`src/rtl/scoreboard_if.sv`:
```
// Bundle between ProcessControl/display (master) and the high-score table
// controller (slave).
interface scoreboard_if #(
    parameter int SCORE_W = 32,
    parameter int ID_W    = 16
);
    // Handshake: submit/clear_req are sampled only on a clock edge where busy=0,
    // and anything asserted while busy=1 is dropped, not queued. done is a
    // one-cycle pulse that qualifies qualified/rank. rd_* lag rd_index by one
    // cycle and are meaningful only while busy=0.
    logic               submit;
    logic [SCORE_W-1:0] submit_score;
    logic [ID_W-1:0]    submit_userid;
    logic               clear_req;
    logic               busy;
    logic               done;
    logic               qualified;
    logic [2:0]         rank;
    logic [3:0]         entry_count;
    logic [2:0]         rd_index;
    logic [SCORE_W-1:0] rd_score;
    logic [ID_W-1:0]    rd_userid;
    logic               rd_valid;

    modport master (
        output submit, submit_score, submit_userid, clear_req, rd_index,
        input  busy, done, qualified, rank, entry_count, rd_score, rd_userid, rd_valid
    );

    modport slave (
        input  submit, submit_score, submit_userid, clear_req, rd_index,
        output busy, done, qualified, rank, entry_count, rd_score, rd_userid, rd_valid
    );
endinterface

```
`src/rtl/scoreboard_controller.sv`:
```
// High-score table: sorted insert by sequential insertion sort (one entry
// moved per cycle), whole-table clear, and a registered read port.
module scoreboard_controller #(
    parameter int DEPTH   = 4,
    parameter int SCORE_W = 32,
    parameter int ID_W    = 16
) (
    input  logic        clk,
    input  logic        rst,
    scoreboard_if.slave bus,
    output logic [2:0]  o_dbg_state
);
    localparam int         IDX_W = (DEPTH > 1) ? $clog2(DEPTH) : 1;
    localparam logic [2:0] LAST  = 3'(DEPTH - 1);
    localparam logic [3:0] FULL  = 4'(DEPTH);

    localparam logic [2:0] ST_IDLE  = 3'd0;
    localparam logic [2:0] ST_CLEAR = 3'd1;
    localparam logic [2:0] ST_SCAN  = 3'd2;
    localparam logic [2:0] ST_SHIFT = 3'd3;
    localparam logic [2:0] ST_WRITE = 3'd4;
    localparam logic [2:0] ST_DONE  = 3'd5;

    logic [2:0]         r_state;
    logic [DEPTH-1:0]   r_valid;
    logic [SCORE_W-1:0] r_score  [DEPTH];
    logic [ID_W-1:0]    r_userid [DEPTH];
    logic [SCORE_W-1:0] r_new_score;
    logic [ID_W-1:0]    r_new_userid;
    logic [2:0]         r_k;
    logic [2:0]         r_pos;
    logic [2:0]         r_j;
    logic               r_ins_ok;
    logic               r_done;
    logic               r_qualified;
    logic [2:0]         r_rank;
    logic [3:0]         r_count;
    logic [SCORE_W-1:0] r_rd_score;
    logic [ID_W-1:0]    r_rd_userid;
    logic               r_rd_valid;

    logic [2:0]       w_jm1;
    logic [IDX_W-1:0] w_k_idx;
    logic [IDX_W-1:0] w_j_idx;
    logic [IDX_W-1:0] w_jm1_idx;
    logic [IDX_W-1:0] w_pos_idx;
    logic [IDX_W-1:0] w_rd_idx;
    logic             w_hit;

    assign w_jm1     = r_j - 3'd1;
    assign w_k_idx   = r_k[IDX_W-1:0];
    assign w_j_idx   = r_j[IDX_W-1:0];
    assign w_jm1_idx = w_jm1[IDX_W-1:0];
    assign w_pos_idx = r_pos[IDX_W-1:0];
    assign w_rd_idx  = bus.rd_index[IDX_W-1:0];
    // Strict compare: an equal score lands below the older entry.
    assign w_hit     = !r_valid[w_k_idx] || (r_new_score > r_score[w_k_idx]);

    always_ff @(posedge clk) begin
        if (rst) begin
            r_state      <= ST_IDLE;
            r_valid      <= '0;
            r_new_score  <= '0;
            r_new_userid <= '0;
            r_k          <= '0;
            r_pos        <= '0;
            r_j          <= '0;
            r_ins_ok     <= 1'b0;
            r_done       <= 1'b0;
            r_qualified  <= 1'b0;
            r_rank       <= '0;
            r_count      <= '0;
            for (int i = 0; i < DEPTH; i++) begin
                r_score[i]  <= '0;
                r_userid[i] <= '0;
            end
        end else begin
            r_done <= 1'b0;
            case (r_state)
                ST_IDLE: begin
                    if (bus.clear_req) begin
                        r_state <= ST_CLEAR;
                    end else if (bus.submit) begin
                        r_new_score  <= bus.submit_score;
                        r_new_userid <= bus.submit_userid;
                        r_k          <= '0;
                        r_ins_ok     <= 1'b0;
                        r_state      <= ST_SCAN;
                    end
                end
                ST_CLEAR: begin
                    r_valid <= '0;
                    r_count <= '0;
                    r_state <= ST_IDLE;
                end
                ST_SCAN: begin
                    if (w_hit) begin
                        r_pos   <= r_k;
                        r_j     <= LAST;
                        r_state <= (r_k == LAST) ? ST_WRITE : ST_SHIFT;
                    end else if (r_k == LAST) begin
                        r_state <= ST_DONE;
                    end else begin
                        r_k <= r_k + 3'd1;
                    end
                end
                ST_SHIFT: begin
                    // Bottom-up move; the old last entry falls off when full.
                    r_valid[w_j_idx]  <= r_valid[w_jm1_idx];
                    r_score[w_j_idx]  <= r_score[w_jm1_idx];
                    r_userid[w_j_idx] <= r_userid[w_jm1_idx];
                    r_j               <= w_jm1;
                    if (r_j == r_pos + 3'd1) begin
                        r_state <= ST_WRITE;
                    end
                end
                ST_WRITE: begin
                    r_valid[w_pos_idx]  <= 1'b1;
                    r_score[w_pos_idx]  <= r_new_score;
                    r_userid[w_pos_idx] <= r_new_userid;
                    r_count             <= (r_count == FULL) ? FULL : r_count + 4'd1;
                    r_ins_ok            <= 1'b1;
                    r_state             <= ST_DONE;
                end
                ST_DONE: begin
                    r_done      <= 1'b1;
                    r_qualified <= r_ins_ok;
                    r_rank      <= r_ins_ok ? r_pos : 3'd0;
                    r_state     <= ST_IDLE;
                end
                default: r_state <= ST_IDLE;
            endcase
        end
    end

    always_ff @(posedge clk) begin
        if (rst) begin
            r_rd_valid  <= 1'b0;
            r_rd_score  <= '0;
            r_rd_userid <= '0;
        end else if ({1'b0, bus.rd_index} < FULL) begin
            r_rd_valid  <= r_valid[w_rd_idx];
            r_rd_score  <= r_score[w_rd_idx];
            r_rd_userid <= r_userid[w_rd_idx];
        end else begin
            r_rd_valid  <= 1'b0;
            r_rd_score  <= '0;
            r_rd_userid <= '0;
        end
    end

    assign bus.busy        = (r_state != ST_IDLE);
    assign bus.done        = r_done;
    assign bus.qualified   = r_qualified;
    assign bus.rank        = r_rank;
    assign bus.entry_count = r_count;
    assign bus.rd_score    = r_rd_score;
    assign bus.rd_userid   = r_rd_userid;
    assign bus.rd_valid    = r_rd_valid;
    assign o_dbg_state     = r_state;
endmodule

```
`src/flat_wrapper.sv`:
```
// flat-port wrapper written by rule: the top's interface ports become plain ports
module scoreboard_controller_flat 
#(
    parameter int DEPTH   = 4,
    parameter int SCORE_W = 32,
    parameter int ID_W    = 16
)
  (clk, rst, o_dbg_state, bus_submit, bus_submit_score, bus_submit_userid, bus_clear_req, bus_rd_index, bus_busy, bus_done, bus_qualified, bus_rank, bus_entry_count, bus_rd_score, bus_rd_userid, bus_rd_valid);
  scoreboard_if #(.SCORE_W(SCORE_W), .ID_W(ID_W)) bus_i ();
  input  logic clk;
  input  logic rst;
  output logic [2:0] o_dbg_state;
  input wire logic [$bits(bus_i.submit)-1:0] bus_submit;
  input wire logic [$bits(bus_i.submit_score)-1:0] bus_submit_score;
  input wire logic [$bits(bus_i.submit_userid)-1:0] bus_submit_userid;
  input wire logic [$bits(bus_i.clear_req)-1:0] bus_clear_req;
  input wire logic [$bits(bus_i.rd_index)-1:0] bus_rd_index;
  output wire logic [$bits(bus_i.busy)-1:0] bus_busy;
  output wire logic [$bits(bus_i.done)-1:0] bus_done;
  output wire logic [$bits(bus_i.qualified)-1:0] bus_qualified;
  output wire logic [$bits(bus_i.rank)-1:0] bus_rank;
  output wire logic [$bits(bus_i.entry_count)-1:0] bus_entry_count;
  output wire logic [$bits(bus_i.rd_score)-1:0] bus_rd_score;
  output wire logic [$bits(bus_i.rd_userid)-1:0] bus_rd_userid;
  output wire logic [$bits(bus_i.rd_valid)-1:0] bus_rd_valid;
  assign bus_i.submit = bus_submit;
  assign bus_i.submit_score = bus_submit_score;
  assign bus_i.submit_userid = bus_submit_userid;
  assign bus_i.clear_req = bus_clear_req;
  assign bus_i.rd_index = bus_rd_index;
  assign bus_busy = bus_i.busy;
  assign bus_done = bus_i.done;
  assign bus_qualified = bus_i.qualified;
  assign bus_rank = bus_i.rank;
  assign bus_entry_count = bus_i.entry_count;
  assign bus_rd_score = bus_i.rd_score;
  assign bus_rd_userid = bus_i.rd_userid;
  assign bus_rd_valid = bus_i.rd_valid;
  scoreboard_controller #(.DEPTH(DEPTH), .SCORE_W(SCORE_W), .ID_W(ID_W)) u_core (.clk(clk), .rst(rst), .bus(bus_i), .o_dbg_state(o_dbg_state));
endmodule
```
`config.mk`:
```
export PLATFORM = sky130hd
export DESIGN_NAME = scoreboard_controller_flat
export DESIGN_NICKNAME = d
export VERILOG_FILES = /design/src/rtl/scoreboard_if.sv /design/src/rtl/scoreboard_controller.sv /design/src/flat_wrapper.sv
export SDC_FILE = /design/constraint.sdc
export NUM_CORES = 1
export LEC_CHECK = 0
export ABC_AREA = 1
export BUFFER_PORTS_ARGS = -buffer_cell sky130_fd_sc_hd__buf_2
export CORE_MARGIN = 8
export CORE_UTILIZATION = 60
export CTS_CLUSTER_DIAMETER = 40
export DETAILED_ROUTE_END_ITERATION = 10
export HOLD_SLACK_MARGIN = 0.1
export PLACE_DENSITY = 0.79
export SLEW_MARGIN = 10
export SYNTH_ARGS = -nofsm -noshare
export SYNTH_HDL_FRONTEND = slang
export SYNTH_SLANG_ARGS = --single-unit
```
`constraint.sdc`:
```
create_clock -name clk -period 6.5 [get_ports clk]
set_input_delay 1.3 -clock clk [delete_from_list [all_inputs] [get_ports clk]]
set_output_delay 1.3 -clock clk [all_outputs]
set_load 0.03 [all_outputs]
```
-- Word-level counts from Yosys, hierarchy flattened
Memory sizes are Yosys's and may differ from the RTL's. A register that Yosys moved wholly into a read port is not among the register bits.
Cells that the tools add are included.
- register bits: 75
- memory bits (writable): 192
- bits of input ports: 55
- output and inout bits: 62
- word-level logic and storage cells: 124
- memories: 2
- add/subtract/negate cells: 4
- magnitude comparators: 9
- eq/ne operators: 16
- muxes and demuxes: 55
- bitwise operators: 3
- reduce and logical (&&, ||, !) cells: 22
- memories (name ; depth ; bits a word ; rd ports ; clocked after Yosys merged registers in ; write ports ; line ; source):
    u_core.r_score ; 4 ; 32 ; 3 ; 2 ; 4 ; scoreboard_controller.sv:26 ; logic [SCORE_W-1:0] r_score [DEPTH];
    u_core.r_userid ; 4 ; 16 ; 2 ; 1 ; 4 ; scoreboard_controller.sv:27 ; logic [ID_W-1:0] r_userid [DEPTH];
- operators with widths (operator ; count):
    2-to-1 mux 32 bit ; 2
    OR reduction 32 bit ; 2
    2-to-1 mux 3 bit ; 12
    > comparator 32 bit ; 1
    2-to-1 mux 16 bit ; 2
    OR reduction 16 bit ; 2
    2-to-1 mux 1 bit ; 20
    < comparator 2 x 3 -> 1 bit (second input constant) ; 5
    2-to-1 mux 2 bit ; 6
    case mux 3 bit (2 select lines) ; 2
    case mux 3 bit (4 select lines) ; 1
    case mux 4 bit (3 select lines) ; 1
    == test 3 x 2 -> 1 bit (second input constant) ; 3
    AND reduction 3 bit ; 3
    inequality test 2 bit (second input constant) ; 4
    case mux 4 bit (2 select lines) ; 1
    nonzero test 2 bit ; 4
    adder 3 x 1 -> 3 bit (second input constant) ; 2
    binary-select mux 1 bit (select 2 bit) ; 3
    == test 3 bit (second input constant) ; 2
    nonzero test 3 bit ; 2
    AND reduction 5 bit ; 1
    adder 4 x 1 -> 4 bit (second input constant) ; 1
    bitwise mux 4 bit ; 1
    20 further kinds ; 26

-- Longest topological paths before layout
- word-level depth: 8
- gate-level depth with buffers: 24
- gate-level depth less buffers: 22

-- Least setup slack after synthesis
OpenSTA, ideal clock, no wires.
- path kind: input to register
- start: in rst
- end: mem u_core.r_score[3][0], enable pin
- library setup time: 0.513 ns
- arrival: 5.097 ns
- required time: 5.987 ns
- slack: 0.890 ns
- stages: 5
- buffers on the path: 1
- cells stage by stage: buf_2 inv_1 nand2_4 o22ai_2 nor3_1
- RTL lines (element ; line ; source):
    start, declared ; flat_wrapper.sv:11 ; input logic rst;
    end, declared ; scoreboard_controller.sv:26 ;

==> qor.yml <==
grt:
  top_usage_layer: "met2"
  antenna_found_initial: 0
  use_met2_pct: 44.5
  globalRouteMet3Util_pct: 4.95
  grt_pass1_wl_um: 68200
  met1_usage_pct: 33.0
  grt_pass1_vias: 13500
  grt_max_degree: 134
  gr-total-overflow: 0
  grt_util_all_layers_pct: 26.6
worst_setup_path:
  slowest_delay_ns: 0.59
  cp_top_family: "simple AND/OR/NAND/NOR gates"
  start_kind: "register"
  critPathKind: "register to register"
  crit_buf_inv: 3
  arrival_ns: 4.63
  r2r_end: "u_core.r_j[1]"
  r2r_setup_slack_ns: 2.30
  required_ns: 6.93
  crit_top_cell: "nand2_1"
  crit_fanout: 40
  r2r_cells: 16
  cp_cell_sequence: "inv_1 -> buf_4 -> nand2_1 -> a32o_1 -> ha_1 -> nand2_1 -> nor2_1 -> nand2_1 -> nor4_1 -> nand3b_1 -> nand2_1 -> nand2_1 -> nand2_1 -> nand3_1 -> o211ai_1 -> inv_1"
  crit_path_end_kind: "register"
  critical-path-slowest-cell: "nor4_1"
logic_synthesis:
  synth_area_sq_um: 15900
  yosysSeqAreaShare_pct: 52.0
  postSynthCellCount: 1879
  ys_warn_count: 0
  synth-seq-cells: 317
  synth_nets: 1979
  yosys.cell_types.count: 38
  synth.avg_cell_area_sq_um: 8.47
power_and_ir_drop:
  comb_power_share_pct: 23.4
  vdd_drop_max_uv: 257
  clkPwrFrac_pct: 37.5
  p_seq_share_pct: 39.1
  p_sw_mw: 2.14
  p_leak_nw: 6.88
  swShare_pct: 33.4
  p_per_area_nw_per_um2: 355
  p_int_mw: 4.27
floorplan:
  dieArea_sq_um: 32000
  die_w_um: 179
  rows: 59
  initial_core_util_pct: 61.1
  core_sq_um: 26100
  io_pins: 117
  die_h_um: 179
clock_network:
  h-tree-depth: 2
  cts.path.max_buffers: 3
  numCtsBuffers: 44
  cts_resized: 0
  insertion_delay_ns: 0.54
  hold_buffers: 0
  clockRootBuffer: "clkbuf_16"
  postCtsSetupRepairBufs: 0
  cts_tree: "yes"
  cts.sinks: 317
  cts.clk_slew.worst_paths_ns: 0.06
sta:
  grt_setup_unrepaired: "false"
  setup_viol: 0
  fin_setup_tns_ns: 0
  period_needed_ns: 4.20
  clock-skew-final_ns: 0.0169
  final-max-slew-violation-count: 0
  worst_pin_slew_ns: 1.22
  finalCritPeriodShare_pct: 64.6
  max_freq_mhz: 238
  slew_headroom_pct: 18.6
  hold_violations: 0
detailed_routing:
  drtIter0Drc: 1696
  drc: 0
  post_drt_wl_per_cell_um: 18.7
  via_per_inst: 6.06
  drt_wl_total_um: 43000
  drt_first_pass_iters: 5
  vias: 13900
  postRouteAntennaNets: 0
final_layout:
  synthToLayoutAreaGrowth_pct: 13.4
  fin_util_pct: 69.3
  layout_commonest_cell: "a21oi_1"
  num_antenna_cells: 0
  num-fill-cells: 2003
  drive_gt1_share_pct: 12.7
  final_cells: 2297
  final_cell_mix: "a21oi_1 (315), o21ai_0 (265), inv_1 (228)"
  fin_nets: 2026
worst_hold_path:
  min_from: "u_core.r_new_userid[10]"
  holdPathStages: 2
  worstHoldEndpoint: "u_core.r_new_userid[10]"
  hold_path_class: "register to register"
placed_design:
  placed_cells: 2215
  gp_congestion: 0.878
  dp_hpwl_um: 24500
  portBuffers: 116
flow_run:
  drv_cap: 0
run_status:
  status: "complete, no violations"
[worst reg2reg max path, stage by stage (launching register included)]
cell and delay [ns]:
dfxtp_2 0.32, inv_1 0.46, buf_4 0.55, nand2_1 0.14, a32o_1 0.26, ha_1 0.31
nand2_1 0.08, nor2_1 0.15, nand2_1 0.15, nor4_1 0.59, nand3b_1 0.18, nand2_1 0.21
nand2_1 0.15, nand2_1 0.25, nand3_1 0.13, o211ai_1 0.11, inv_1 0.05
[Yosys cell counts]
| cell type | number | area share (%) |
|---|---|---|
| a21o_1 | 1 | 0.047 |
| a21oi_1 | 315 | 9.9 |
| a31oi_1 | 4 | 0.16 |
| a32o_1 | 28 | 1.8 |
| buf_1 | 14 | 0.33 |
| buf_2 | 23 | 0.72 |
| buf_6 | 2 | 0.14 |
| clkbuf_1 | 97 | 2.3 |
| clkinv_1 | 1 | 0.024 |
| dfxtp_1 | 125 | 16 |
| edfxtp_1 | 192 | 36 |
| ha_1 | 45 | 3.5 |
| inv_1 | 229 | 5.4 |
| inv_2 | 5 | 0.12 |
| nand2_1 | 209 | 4.9 |
| nand2_2 | 2 | 0.079 |
| nand2_4 | 1 | 0.071 |
| nand3_1 | 64 | 2.0 |
| nand3b_1 | 1 | 0.047 |
| nand4_1 | 4 | 0.16 |
| nor2_1 | 160 | 3.8 |
| nor2_2 | 11 | 0.43 |
| nor2_4 | 1 | 0.071 |
| nor3_1 | 2 | 0.063 |
| nor3_2 | 1 | 0.063 |
| nor4_1 | 1 | 0.039 |
| o211ai_1 | 51 | 2.4 |
| o21a_1 | 4 | 0.19 |
| o21ai_0 | 265 | 8.3 |
| o21ai_1 | 6 | 0.19 |
| o21bai_1 | 1 | 0.047 |
| o22ai_1 | 1 | 0.039 |
| o22ai_2 | 1 | 0.079 |
| o31ai_1 | 1 | 0.047 |
| or2_1 | 1 | 0.039 |
| or2_2 | 5 | 0.20 |
| xnor2_1 | 2 | 0.11 |
| xor2_1 | 3 | 0.17 |
[routing by layer]
layer,up-vias,part of all wire [%]
met5,-,0
met4,0,3.2
met3,124,9.8
met2,831,48
met1,6411,39
li1,6548,-
[logic make-up (layout without fill, tap and decap cells)]
| family | Yosys count | after routing | share of synthesized area (%) |
|---|---|---|---|
| AO/OA/AOI/OAI | 678 | 678 | 23.2 |
| XOR/XNOR | 5 | 5 | 0.275 |
| adder cells (fa/ha/maj) | 45 | 45 | 3.54 |
| buffers and inverters | 371 | 454 | 9.03 |
| flip-flops | 317 | 317 | 52.0 |
| AND/OR/NAND/NOR | 463 | 463 | 12.0 |
[worst max-delay path by stage]
stage / slack (ns) / start / end / cells past startpoint
after detailed placement: 2.28 / rst / u_core.r_userid[2][0] / 7
after global routing: 2.12 / u_core.r_j[0] / u_core.r_score[0][26] / 10
final: 2.30 / register / u_core.r_j[1] / 16
after global placement: 2.30 / rst / u_core.r_userid[2][2] / 7
after floorplan: 0.89 / rst / u_core.r_score[3][0] / 5
after CTS: 2.47 / u_core.r_j[0] / u_core.r_score[1][26] / 10
[layout make-up]
class	instances	area, sq um	share of cell area [%]
multi-input combinational	1191	6220	34.5
tap	335	419	2.32
inverter	235	882	4.89
clock buffer	57	1260	7.00
timing repair buffer	137	756	4.19
clock inverter	25	234	1.30
sequential	317	8270	45.9
[through the flow]
stage / power (mW) / hold WS (ns) / cell area (sq um) / setup WS, ns
after detailed placement: 3.98 / 0.449 / 16500 / 2.28
after CTS: 6.38 / 0.459 / 18000 / 2.47
after global routing: 6.70 / 0.480 / 18000 / 2.12
final: 6.40 / 0.455 / 18000 / 2.30
after global placement: 3.92 / 0.444 / 16500 / 2.30
after floorplan: 3.58 / 0.425 / 15900 / 0.890
[registers in the layout (all words and copies together), names as in the netlist, named ones only]
name,flops
u_core.r_score,128
u_core.r_userid,64
u_core.bus.rd_score,32
u_core.r_new_score,32
u_core.bus.rd_userid,16
u_core.r_new_userid,16
u_core.bus.entry_count,4
u_core.r_valid,4
u_core.bus.rank,3
u_core.o_dbg_state,3
u_core.r_j,3
u_core.r_k,3
u_core.r_pos,3
u_core.bus.done,1
u_core.bus.qualified,1
u_core.bus.rd_valid,1
u_core.r_ins_ok,1
[power groups by stage]
stage | Sequential [mW] | Combinational (mW) | Clock (mW)
finish | 2.51 | 1.50 | 2.40
detailed placement | 2.54 | 1.45 | 0
global route | 2.53 | 1.67 | 2.50
CTS | 2.50 | 1.47 | 2.42
global placement | 2.53 | 1.39 | 0
floorplan | 2.50 | 1.08 | 0
Power figures use the tool's default switching activity.
